### src/rtl/mem_req_buffer.sv
`default_nettype none
// +----------------------------------------------------------------------------+
// | mem_req_buffer : FIFO for memory requests {data, addr, write}, with        |
// |                  an optional empty-buffer bypass (MEM_REQ_BUFFER_BYPASS_EN) |
// | Revision       : 1.0                                                       |
// +----------------------------------------------------------------------------+
module mem_req_buffer #(
  parameter int BITS_DATA = 32,
  parameter int BITS_ADDR = 16,
  parameter int DEPTH     = 4
) (
  input  logic                    clk,
  input  logic                    reset,
  input  logic                    inValid,
  output logic                    inReady,
  input  logic [BITS_DATA-1:0]    dataInput,
  input  logic [BITS_ADDR-1:0]    addrInput,
  input  logic                    writeInput,
  output logic                    outValid,
  input  logic                    outReady,
  output logic [BITS_DATA-1:0]    dataOutput,
  output logic [BITS_ADDR-1:0]    dirrOutput,
  output logic                    writeOutput,
  output logic [$clog2(DEPTH):0]  count
);

  localparam int c_ptr_w = $clog2(DEPTH);
  localparam int c_ent_w = BITS_DATA + BITS_ADDR + 1;
  localparam logic [c_ptr_w:0] c_full = DEPTH[c_ptr_w:0];

  logic [c_ent_w-1:0] r_mem [DEPTH];
  logic [c_ptr_w-1:0] r_head;
  logic [c_ptr_w-1:0] r_tail;
  logic [c_ptr_w:0]   r_count;

  logic               w_empty;
  logic               w_bypass;
  logic               w_push;
  logic               w_pop;
  logic [c_ent_w-1:0] w_in_ent;
  logic [c_ent_w-1:0] w_head;

  assign w_empty  = (r_count == '0);
  assign w_in_ent = {dataInput, addrInput, writeInput};

`ifdef MEM_REQ_BUFFER_BYPASS_EN
  // Empty buffer: the incoming request is presented directly at the head.
  assign w_bypass = w_empty && inValid;
`else
  assign w_bypass = 1'b0;
`endif

  assign inReady  = (r_count != c_full);
  assign outValid = !w_empty || w_bypass;

  // A bypassed request taken by the consumer is never stored.
  assign w_push = inValid && inReady && !reset && !(w_bypass && outReady);
  assign w_pop  = !w_empty && outReady && !reset;

  assign w_head = w_bypass ? w_in_ent : (w_empty ? '0 : r_mem[r_head]);

  assign dataOutput  = w_head[c_ent_w-1 -: BITS_DATA];
  assign dirrOutput  = w_head[BITS_ADDR:1];
  assign writeOutput = w_head[0];
  assign count       = r_count;

  always_ff @(posedge clk) begin
    if (w_push) begin
      r_mem[r_tail] <= w_in_ent;
    end
  end

  always_ff @(posedge clk) begin
    if (reset) begin
      r_head  <= '0;
      r_tail  <= '0;
      r_count <= '0;
    end else begin
      if (w_push) begin
        r_tail <= r_tail + 1'b1;
      end
      if (w_pop) begin
        r_head <= r_head + 1'b1;
      end
      case ({w_push, w_pop})
        2'b10:   r_count <= r_count + 1'b1;
        2'b01:   r_count <= r_count - 1'b1;
        default: r_count <= r_count;
      endcase
    end
  end

endmodule
`default_nettype wire

### config.mk
export PLATFORM = sky130hd
export DESIGN_NAME = mem_req_buffer
export DESIGN_NICKNAME = d
export VERILOG_FILES = /design/src/rtl/mem_req_buffer.sv
export SDC_FILE = /design/constraint.sdc
export NUM_CORES = 1
export LEC_CHECK = 0
export CORE_MARGIN = 1.5
export CORE_UTILIZATION = 54
export DETAILED_ROUTE_END_ITERATION = 10
export PLACE_DENSITY_LB_ADDON = 0.1
export SLEW_MARGIN = 20
export SYNTH_ARGS = -nofsm -noshare
export SYNTH_HDL_FRONTEND = slang
export SYNTH_SLANG_ARGS = --single-unit
export TNS_END_PERCENT = 5
### constraint.sdc
create_clock -name clk -period 3.35 [get_ports clk]
set_input_delay 0.67 -clock clk [delete_from_list [all_inputs] [get_ports clk]]
set_output_delay 0.67 -clock clk [all_outputs]
set_load 0.03 [all_outputs]
Word-level counts from Yosys, hierarchy flattened:

Memory sizes are Yosys's and may differ from the RTL's. A register that Yosys moved wholly into a read port is not among the register bits.
Cells that the tools add are included.

* memory bits (writable): 196
* logic and storage cells: 25
* output and inout port bits: 54
* bits in registers: 7
* memories kept: 1
* input port bits: 53

* equality and inequality tests: 3
* multiplexer cells: 6
* reductions and logical operators: 8
* $add $sub $neg: 4

Memories
* r_mem: words 4, width 49, read ports 1, clocked after memory_dff 1, write ports 1, line 31 `logic [c_ent_w-1:0] r_mem [DEPTH];`

Operators with widths (number)
* $mux 49: 1
* $pmux 3 s2: 1
* $add 2x1->2 const B: 2
* $logic_and 1x1->1: 4
* $mux 2: 2
* $add 3x1->3 const B: 1
* $logic_not 3->1: 1
* $ne 3x3->1 const B: 1
* $sub 3x1->3 const B: 1
* $eq 2x1->1 const B: 1
* $eq 2x2->1 const B: 1
* $logic_not 1->1: 2
* $mux 1: 2
* $reduce_bool 2->1: 1

Depth between registers and ports, before layout:

* word-level depth: 6
* mapped depth: 9
* depth with buffers taken out: 9

Least setup slack after synthesis:

OpenSTA, ideal clock, no wires.

* kind: input port to flip-flop
* start point: input port reset
* end point: memory r_mem[0][0] (netlist name) (enable)
* library setup time: 412 ps
* cell stages on the path: 3
* path buffers: 1
* required time: 2938 ps
* arrival time: 2401 ps
* path slack: 537 ps
* cells stage by stage: clkbuf_1 -> nor3_1 -> and2_1

* longest elaborated chain between the ends: 4

RTL lines
* start, declared: line 13 `input logic reset,`
* $logic_not 1->1: line 57 `assign w_push = inValid && inReady && !reset && !(w_bypass && outReady);`
* $logic_and 1x1->1: line 57
* $mux 1: line 68 `if (w_push) begin`
* $mux 1 (not written as such): line 69 `r_mem[r_tail] <= w_in_ent;`
* end, declared: line 31

Every way passes these cells.

==> out/summary.txt <==
status = completed
routed vias/inst = 5.57
placement-stage cell area = 9270 µm²
root buffer cell = clkbuf_16
total setup buffers inserted after CTS = 0
worst skew pair latency = 0.47 ns
commonest non-fill, non-tap cell in the layout = edfxtp_1
post-cts sizing count = 0
Final Skew = 0.0104 ns
min Tclk post-route = 3.18 ns
Fmax = 0.314 GHz
Hold Crit Class = reg -> reg
Core Rows = 43
area of the multi-input gates = 1670 µm²
Seq cells post-synth = 205
fin. max-slew vios = 0
Area contributors post-synth = edfxtp_1 (75%), mux4_2 (14%), nor2b_1 (3.9%)
Residual DRC = 0
vias = 3804
die area = 15300 µm²
Final Cell Area = 9910 µm²
Setup TNS = 0 ns
register area share after synthesis = 0.771
Unique masters post-synth = 23
WS Path Type = reg -> out
final worst path period share = 0.949
Slowest cell on crit path = clkdlybuf4s50_1
CP startpoint kind = register
Leakage = 3.12 nW
Reg clk slew, reported paths = 0.06 ns
Post-Syn Instances = 366
total power = 6.04 mW
CP Max Fanout = 22
largest area contributor in the netlist = edfxtp_1
routability cong. = 0.716
yosys warns = 0
global-route wire length before repair = 20600 µm
Net Count, Synth = 425
I/O pin total = 107
VDD IR-drop max = 0.435 mV
RSZ-0062 raised after global routing = false
drt total wl = 13700 µm
Fin. Hold Viols = 0
Slew headroom = 0.722
synthesized area per cell = 21.5 µm²
crit end category = output pin
DPL Wire Length = 8130 µm
DR pass1 iterations = 4
Worst path max stage delay = 0.62 ns
vias in the first global route = 4043
die span in y = 124 µm
GRT Util Overall = 0.182
Data arrival, critical path = 2.51 ns
largest net degree at the start of global routing = 53
# port buffers = 106
H-tree Lvls = 1
Req. time, crit path = 2.68 ns
Initial Util = 0.560
post-route ant nets = 0
worst hold slack = 0.527 ns
total CTS buffers = 21
Yosys top cell area share = 0.749
gr ovfl total = 0
Storage cell area = 6070 µm²
fillers = 881
share of layout cells above drive strength 1 = 0.195
most frequent cells in the layout = edfxtp_1 (196), clkdlybuf4s50_1 (106), mux4_2 (49), nor2b_1 (49), clkbuf_16 (21)
P&R area growth vs syn = 26.1%
PD cells = 609 nW/µm²
Synth Cell Area = 7860 µm²
drt first-iter violations = 235
Tightest Pin Transition = 0.417 ns
worst-case clock buffer depth = 3
core box area = 14000 µm²
clk sinks = 205
n_diodes = 0
hold-fix buffers at CTS = 0
CTS tree = yes
Setup violations, final = 0
Die W = 124 µm
setup slack, reg-to-reg = 1.00 ns
nets = 551
antenna violations before repair = 0
Max-Cap Viols = 0
DR WL/cell = 20.0 µm
cell breakdown of the critical path = buf_12 -> mux4_2 -> nor2b_1 -> clkdlybuf4s50_1
[critical path: cells and delay by family, from the launching register on]
kind                   cells  cell delay, ns
AND/OR/NAND/NOR            1            0.17
flip-flops                 1            0.47
multiplexers               1            0.52
buffers and inverters      2            0.87
[path summary, 6_finish.rpt]
kind	depth (start not counted)	to	startpoint
worst max register to register	9	count[2]	count[2]
worst min-delay path	2	r_tail[1]	r_tail[1]
worst max-delay path	4	dirrOutput[7]	register
worst min register to register	2	r_tail[1]	r_tail[1]
[power breakdown]
part           switching (mW)  internal [mW]  leakage (nW)
Combinational           0.506          0.456         0.962
Clock                   0.860           1.30         0.307
Sequential             0.0353           2.88          1.85
Total                    1.40           4.64          3.12
[area by class of cell]
class,instances,share of cell area
clock buffer,25,0.0545
tap,180,0.0227
timing repair buffer,120,0.128
multi-input combinational,135,0.169
inverter,9,0.00341
sequential,205,0.613
clock inverter,9,0.0102
[stage by stage]
step	worst slack, ns	util	instances
finish	0.169	0.706	683
global route	0.0613	0.706	683
CTS	0.122	0.706	683
detailed placement	0.470	0.660	649
global placement	0.538	0.660	649
floorplan	0.537	-	366
[per-layer routing]
layer / vias up / wire [µm] / GRT usage
met3: 17 / 632 / 0.0339
met5: - / 0 / 0
met1: 1973 / 5540 / 0.230
met2: 99 / 7260 / 0.330
li1: 1715 / - / -
met4: 0 / 253 / 0.0431
[registers in the layout (all words and copies together) (netlist names), named ones only]
signal  flops
r_head      2
count       3
r_mem     196
r_tail      2
[Yosys cell counts (all sizes together)]
library cell / n
nand3: 2
ha: 5
fa: 1
inv: 9
or3: 2
o31ai: 1
o21ai: 4
dfxtp: 9
nor3b: 1
edfxtp: 196
nand2: 1
buf: 11
and2: 4
mux4: 49
xor2: 3
nor2b: 49
nor3: 2
clkbuf: 6
nor2: 6
a21oi: 5
[logic make-up (layout without fill, tap and decap cells)]
family | count (synthesis) | count (layout) | synth area share
flip-flops | 205 | 205 | 0.771
AND/OR/NAND/NOR | 67 | 67 | 0.0506
multiplexers | 49 | 49 | 0.140
buffers and inverters | 26 | 163 | 0.0170
AO/OA/AOI/OAI | 10 | 10 | 0.00668
adder cells (fa/ha/maj) | 6 | 6 | 0.0105
XOR/XNOR | 3 | 3 | 0.00334
(Power assumes the default switching activity.)
